### src/rtl/plic_claim_arbiter_pkg.sv
// Shared types and helpers for the PLIC claim/complete arbiter and its gateways.
package plic_claim_arbiter_pkg;

    typedef enum logic [1:0] {
        GW_IDLE      = 2'd0,
        GW_PENDING   = 2'd1,
        GW_INSERVICE = 2'd2
    } gw_state_t;

    localparam int PLIC_ID_NONE = 0;

    // IDs run 1..i_cnt with 0 reserved for "no interrupt".
    function automatic int plic_id_w(input int i_cnt);
        return $clog2(i_cnt + 1);
    endfunction

endpackage

### src/rtl/plic_gateway.sv
// One interrupt source gateway: input synchroniser, edge/level event, IDLE/PENDING/INSERVICE
// state and a one-deep missed-edge bit.
module plic_gateway
    import plic_claim_arbiter_pkg::*;
(
    input  logic      clk,
    input  logic      reset,
    input  logic      src_i,
    input  logic      edge_cfg_i,
    input  logic      claim_win_i,
    input  logic      complete_hit_i,
    output gw_state_t state_o
);

    logic      src_q;
    logic      src_q2;
    logic      missed_q;
    logic      missed_d;
    logic      event_w;
    gw_state_t state_q;
    gw_state_t state_d;

    assign event_w = edge_cfg_i ? (src_q & ~src_q2) : src_q;
    assign state_o = state_q;

    // Order matters: completion first, then a claim win, then the event is judged
    // against the resulting state (so a level source re-pends in the completing cycle).
    always_comb begin
        state_d  = state_q;
        missed_d = missed_q;
        if (complete_hit_i && state_q == GW_INSERVICE) begin
            state_d  = (edge_cfg_i && missed_q) ? GW_PENDING : GW_IDLE;
            missed_d = 1'b0;
        end
        if (claim_win_i && state_q == GW_PENDING) begin
            state_d = GW_INSERVICE;
        end
        if (event_w) begin
            if (state_d == GW_IDLE) begin
                state_d = GW_PENDING;
            end else if (state_d == GW_INSERVICE && edge_cfg_i) begin
                missed_d = 1'b1;
            end
        end
    end

    always_ff @(posedge clk) begin
        if (reset) begin
            src_q    <= 1'b0;
            src_q2   <= 1'b0;
            state_q  <= GW_IDLE;
            missed_q <= 1'b0;
        end else begin
            src_q    <= src_i;
            src_q2   <= src_q;
            state_q  <= state_d;
            missed_q <= missed_d;
        end
    end

endmodule

### src/rtl/plic_claim_arbiter.sv
// PLIC priority arbiter: per-source gateways, highest-priority-above-threshold winner
// with round-robin tie break, and the claim/complete sequencer.
module plic_claim_arbiter
    import plic_claim_arbiter_pkg::*;
#(
    parameter int I_CNT  = 8,
    parameter int PRIO_W = 3
) (
    input  logic                          clk,
    input  logic                          reset,
    input  logic [I_CNT-1:0]              src_i,
    input  logic [I_CNT-1:0]              edge_cfg_i,
    input  logic [I_CNT-1:0]              ie_i,
    input  logic [I_CNT*PRIO_W-1:0]       prio_i,
    input  logic [PRIO_W-1:0]             threshold_i,
    input  logic                          claim_i,
    input  logic                          complete_i,
    input  logic [plic_id_w(I_CNT)-1:0]   complete_id_i,
    output logic                          irq_o,
    output logic                          claim_valid_o,
    output logic [plic_id_w(I_CNT)-1:0]   claim_id_o,
    output logic [I_CNT-1:0]              pending_o
);

    localparam int ID_W = plic_id_w(I_CNT);

    // Handshake: claim_i is a one-cycle strobe answered by claim_valid_o/claim_id_o exactly
    // one cycle later (ID 0 when nothing is eligible); complete_i is a one-cycle strobe with
    // complete_id_i, silently ignored unless that ID is currently in service.

    gw_state_t         gw_state [I_CNT];
    logic [PRIO_W-1:0] prio     [I_CNT];
    logic [I_CNT-1:0]  eligible;
    logic [I_CNT-1:0]  top_mask;
    logic [I_CNT-1:0]  claim_win;
    logic [I_CNT-1:0]  complete_hit;
    logic [PRIO_W-1:0] best_prio;
    logic [ID_W-1:0]   winner;
    logic [ID_W-1:0]   rr_ptr_q;
    logic              found;
    int                cand;

    for (genvar k = 0; k < I_CNT; k++) begin : g_src
        assign prio[k]         = prio_i[k*PRIO_W +: PRIO_W];
        assign pending_o[k]    = (gw_state[k] == GW_PENDING);
        assign eligible[k]     = pending_o[k] & ie_i[k] & (prio[k] > threshold_i);
        assign top_mask[k]     = eligible[k] & (prio[k] == best_prio);
        assign claim_win[k]    = claim_i & (winner == ID_W'(k + 1));
        assign complete_hit[k] = complete_i & (complete_id_i == ID_W'(k + 1));

        plic_gateway u_gateway (
            .clk            (clk),
            .reset          (reset),
            .src_i          (src_i[k]),
            .edge_cfg_i     (edge_cfg_i[k]),
            .claim_win_i    (claim_win[k]),
            .complete_hit_i (complete_hit[k]),
            .state_o        (gw_state[k])
        );
    end

    assign irq_o = |eligible;

    always_comb begin
        best_prio = '0;
        for (int k = 0; k < I_CNT; k++) begin
            if (eligible[k] && prio[k] > best_prio) begin
                best_prio = prio[k];
            end
        end
    end

    // Scan IDs rr_ptr+1, rr_ptr+2, ... wrapping I_CNT -> 1; first top-priority hit wins.
    always_comb begin
        winner = ID_W'(PLIC_ID_NONE);
        found  = 1'b0;
        cand   = 0;
        for (int i = 1; i <= I_CNT; i++) begin
            cand = int'(rr_ptr_q) + i;
            if (cand > I_CNT) begin
                cand = cand - I_CNT;
            end
            for (int k = 0; k < I_CNT; k++) begin
                if (!found && cand == k + 1 && top_mask[k]) begin
                    found  = 1'b1;
                    winner = ID_W'(k + 1);
                end
            end
        end
    end

    always_ff @(posedge clk) begin
        if (reset) begin
            rr_ptr_q      <= '0;
            claim_valid_o <= 1'b0;
            claim_id_o    <= '0;
        end else begin
            claim_valid_o <= claim_i;
            if (claim_i) begin
                claim_id_o <= winner;
                if (winner != ID_W'(PLIC_ID_NONE)) begin
                    rr_ptr_q <= winner;
                end
            end
        end
    end

endmodule

### config.mk
export PLATFORM = sky130hd
export DESIGN_NAME = plic_claim_arbiter
export DESIGN_NICKNAME = d
export VERILOG_FILES = /design/src/rtl/plic_claim_arbiter_pkg.sv /design/src/rtl/plic_gateway.sv /design/src/rtl/plic_claim_arbiter.sv
export SDC_FILE = /design/constraint.sdc
export NUM_CORES = 1
export LEC_CHECK = 0
export BUFFER_PORTS_ARGS = -buffer_cell sky130_fd_sc_hd__buf_4
export CAP_MARGIN = 20
export CORE_ASPECT_RATIO = 0.9
export CORE_UTILIZATION = 50
export CTS_CLUSTER_DIAMETER = 50
export CTS_CLUSTER_SIZE = 10
export DETAILED_ROUTE_END_ITERATION = 7
export PLACE_DENSITY = 0.72
export SLEW_MARGIN = 20
export SYNTH_ARGS = -nofsm -noshare
export SYNTH_HDL_FRONTEND = slang
export SYNTH_SLANG_ARGS = --single-unit
### constraint.sdc
create_clock -name clk -period 20.6 [get_ports clk]
set_clock_uncertainty 0.2 [all_clocks]
set_input_delay 2.06 -clock clk [delete_from_list [all_inputs] [get_ports clk]]
set_output_delay 2.06 -clock clk [all_outputs]
set_load 0.01 [all_outputs]
==> reports/results.ini <==
[clocking]
clk_pin_slew_ns = 0.06
cts_root_buf = clkbuf_16
cts_made_buffers = 5
clk_latency_ns = 0.29
htree_levels = 2
clockBufferDepth = 2
hold_buffers = 0
cts_tree = done
clock-sinks = 49

[floorplan]
die_h_um = 109.6
dieArea_mm2 = 0.01332
start_util = 0.5224
row_count = 38
coreArea_mm2 = 0.01231
io_pins = 73
die_w_um = 121.6

[critical_path]
timing.critical_path.slowest_cell_delay_ns = 0.62
r2r_cells = 62
rrSetupSlack_ns = 3.33
slowest_stage = nor4_4
path_buf_inv = 3
critPathTopFamily = compound AO/OA/AOI/OAI gates
cp.arrival_ns = 19.22
critPathRequiredTime_ns = 20.61
cp.depth = 65
worstSetupPathType = in -> reg
cp-end-kind = flop
cpMostUsedCell = ha_1
critPathLaunchType = input port
cp_max_fo = 11

[synthesis]
syn_area_mm2 = 0.006432
ys_warn_count = 0
ys_top_cells_by_count = nand2_1 (96), nor2_1 (78), a21oi_1 (56)
yosys_most_used_dff = dfxtp_1
yosysMostFrequentCell = nand2_1
synth.avg_cell_area_um2 = 7.276
ys_seq_area_frac = 0.1525
synth_edf_count = 0
ys_top_cells_by_area = dfxtp_1 (15%), ha_1 (10%), nand2_1 (5.6%)
synth_top_area_share = 0.1525
synth_seq_cells = 49
yosysUniqueCellTypes = 98
netlist_instances = 884
synth_nets = 996
async_flop_share = 0
synth_top_area_cell = dfxtp_1

[timing]
post-route-min-period_ns = 19.21
period_share = 0.9324
setup_tns_ns = 0
fin_ws_ns = 1.392
whs_ns = 0.2721
slew_viol_final = 0
clock.fmax_mhz = 52.06
report.final.setup_viol = 0
worst_pin_slew_ns = 1.029
slew_headroom = 0.3106
rsz0062_at_grt = no
hold_violations = 0

[detailed_routing]
ant_nets = 0
drc = 28
dr.pass1.iters = 8
detail_route.wl_per_cell_um = 20.20
vias = 7379
totalWireLength_mm = 22.32
vias_per_cell = 6.678
dr.first_iter.drc_count = 1040

[placement]
dpl.cell_count = 1094
detailed_place_hpwl_mm = 17.40
placed_area_mm2 = 0.007094
dp_slack_ns = 0.9314
gp_congestion = 1.046
io_buffers = 72

[status]
status = finished, violations left
violations = design-rule violations

[grt]
grt_pass1_wl_mm = 35.18
grt_pass1_vias = 6725
overflow = 0
grt_usage = 0.3366
grt_max_degree = 47
antenna_found_initial = 0

[min_path]
holdPathStages = 2
min_path_type = reg -> reg

[layout]
final_util = 0.5907
drive_above_1_share = 0.1386
final_nets = 1057
syn2layout_area_growth_pct = 13.09
num_antenna_cells = 0
finalInstanceArea_mm2 = 0.007274
instances_no_fill = 1105

[run]
max_cap_violations = 0

[pwr]
p_leak_nw = 2.871
power_mw = 0.2896
peakVddDrop_mv = 0.05957
power_density_mw_per_mm2 = 39.82

## tightest hold or removal path, cell delays in order (launching register included)
cell and delay, ns:
dfxtp_1 0.31, nand2_1 0.06, a21oi_1 0.06
## flip-flops by register name (all words and copies together), names as in the netlist
| signal | flops |
|---|---|
| claim_id_o | 4 |
| g_src.u_gateway.state_o | 16 |
| claim_valid_o | 1 |
| rr_ptr_q | 4 |
| g_src.u_gateway.src_q2 | 8 |
| g_src.u_gateway.src_q | 8 |
| g_src.u_gateway.missed_q | 8 |
## metal layers
metal,track usage,up-vias,share of wire
met4,0.1182,0,0.032
met2,0.5158,468,0.42
li1,-,3487,-
met1,0.4585,3343,0.43
met5,0,-,0
met3,0.07988,81,0.11
## power by group
group          internal, mW  leakage [nW]  switching [mW]
registers            0.0981         0.401         0.00231
logic                0.0418          2.40          0.0663
clock network        0.0476        0.0690          0.0336
## timing repair
item | CTS | global route
resized for setup | 0 | 1
setup endpoints to repair | 0 | 27
hold endpoints to repair | 0 | 0
setup buffers | 0 | 4
## cell families after synthesis
kind of cell               after synthesis  share of synthesized area
DFF                                     49                     0.1525
adders and majority gates               57                     0.1097
xor gates and xnor gates                19                    0.02820
and+or+nand+nor                        413                     0.3396
buffers and inverters                   72                    0.04376
AOI/OAI and AO/OA                      258                     0.2964
muxes                                   16                    0.02976
## worst paths after layout
check | endpoint | from
worst min register to register | claim_id_o[3]$_SDFFE_PP0P_ | claim_id_o[3]$_SDFFE_PP0P_
worst max register to register | g_src[0].u_gateway.missed_q$_SDFF_PP0_ | g_src[0].u_gateway.state_o[1]$_SDFF_PP0_
worst max-delay path | g_src[0].u_gateway.missed_q$_SDFF_PP0_ | threshold_i[2]
worst min-delay path | claim_id_o[3]$_SDFFE_PP0P_ | claim_id_o[3]$_SDFFE_PP0P_
## area by class of cell
| type | count | area (um2) |
|---|---|---|
| multi-input cells | 763 | 5174 |
| flip-flops and latches | 49 | 980.9 |
| clock inverters | 1 | 7.507 |
| fillers | 1167 | 5040 |
| clock buffers | 6 | 138.9 |
| well taps | 160 | 200.2 |
| repair buffers | 80 | 600.6 |
| inverters | 46 | 172.7 |
## layout by cell type (no fill, tap or decap), types with 12 or more instances in the layout
master and count:
a211oi_1 14, a21oi_1 55, a31oi_1 18, and2_1 15
and3_1 24, buf_4 80, dfxtp_1 49, ha_1 53
inv_1 43, nand2_1 96, nand2b_1 12, nand3_1 42
nand3b_1 12, nand4_1 13, nor2_1 78, nor2b_1 29
nor3_1 33, o211ai_1 16, o21ai_0 31, xnor2_1 12
Note: power is estimated with default switching activity, not from simulation.
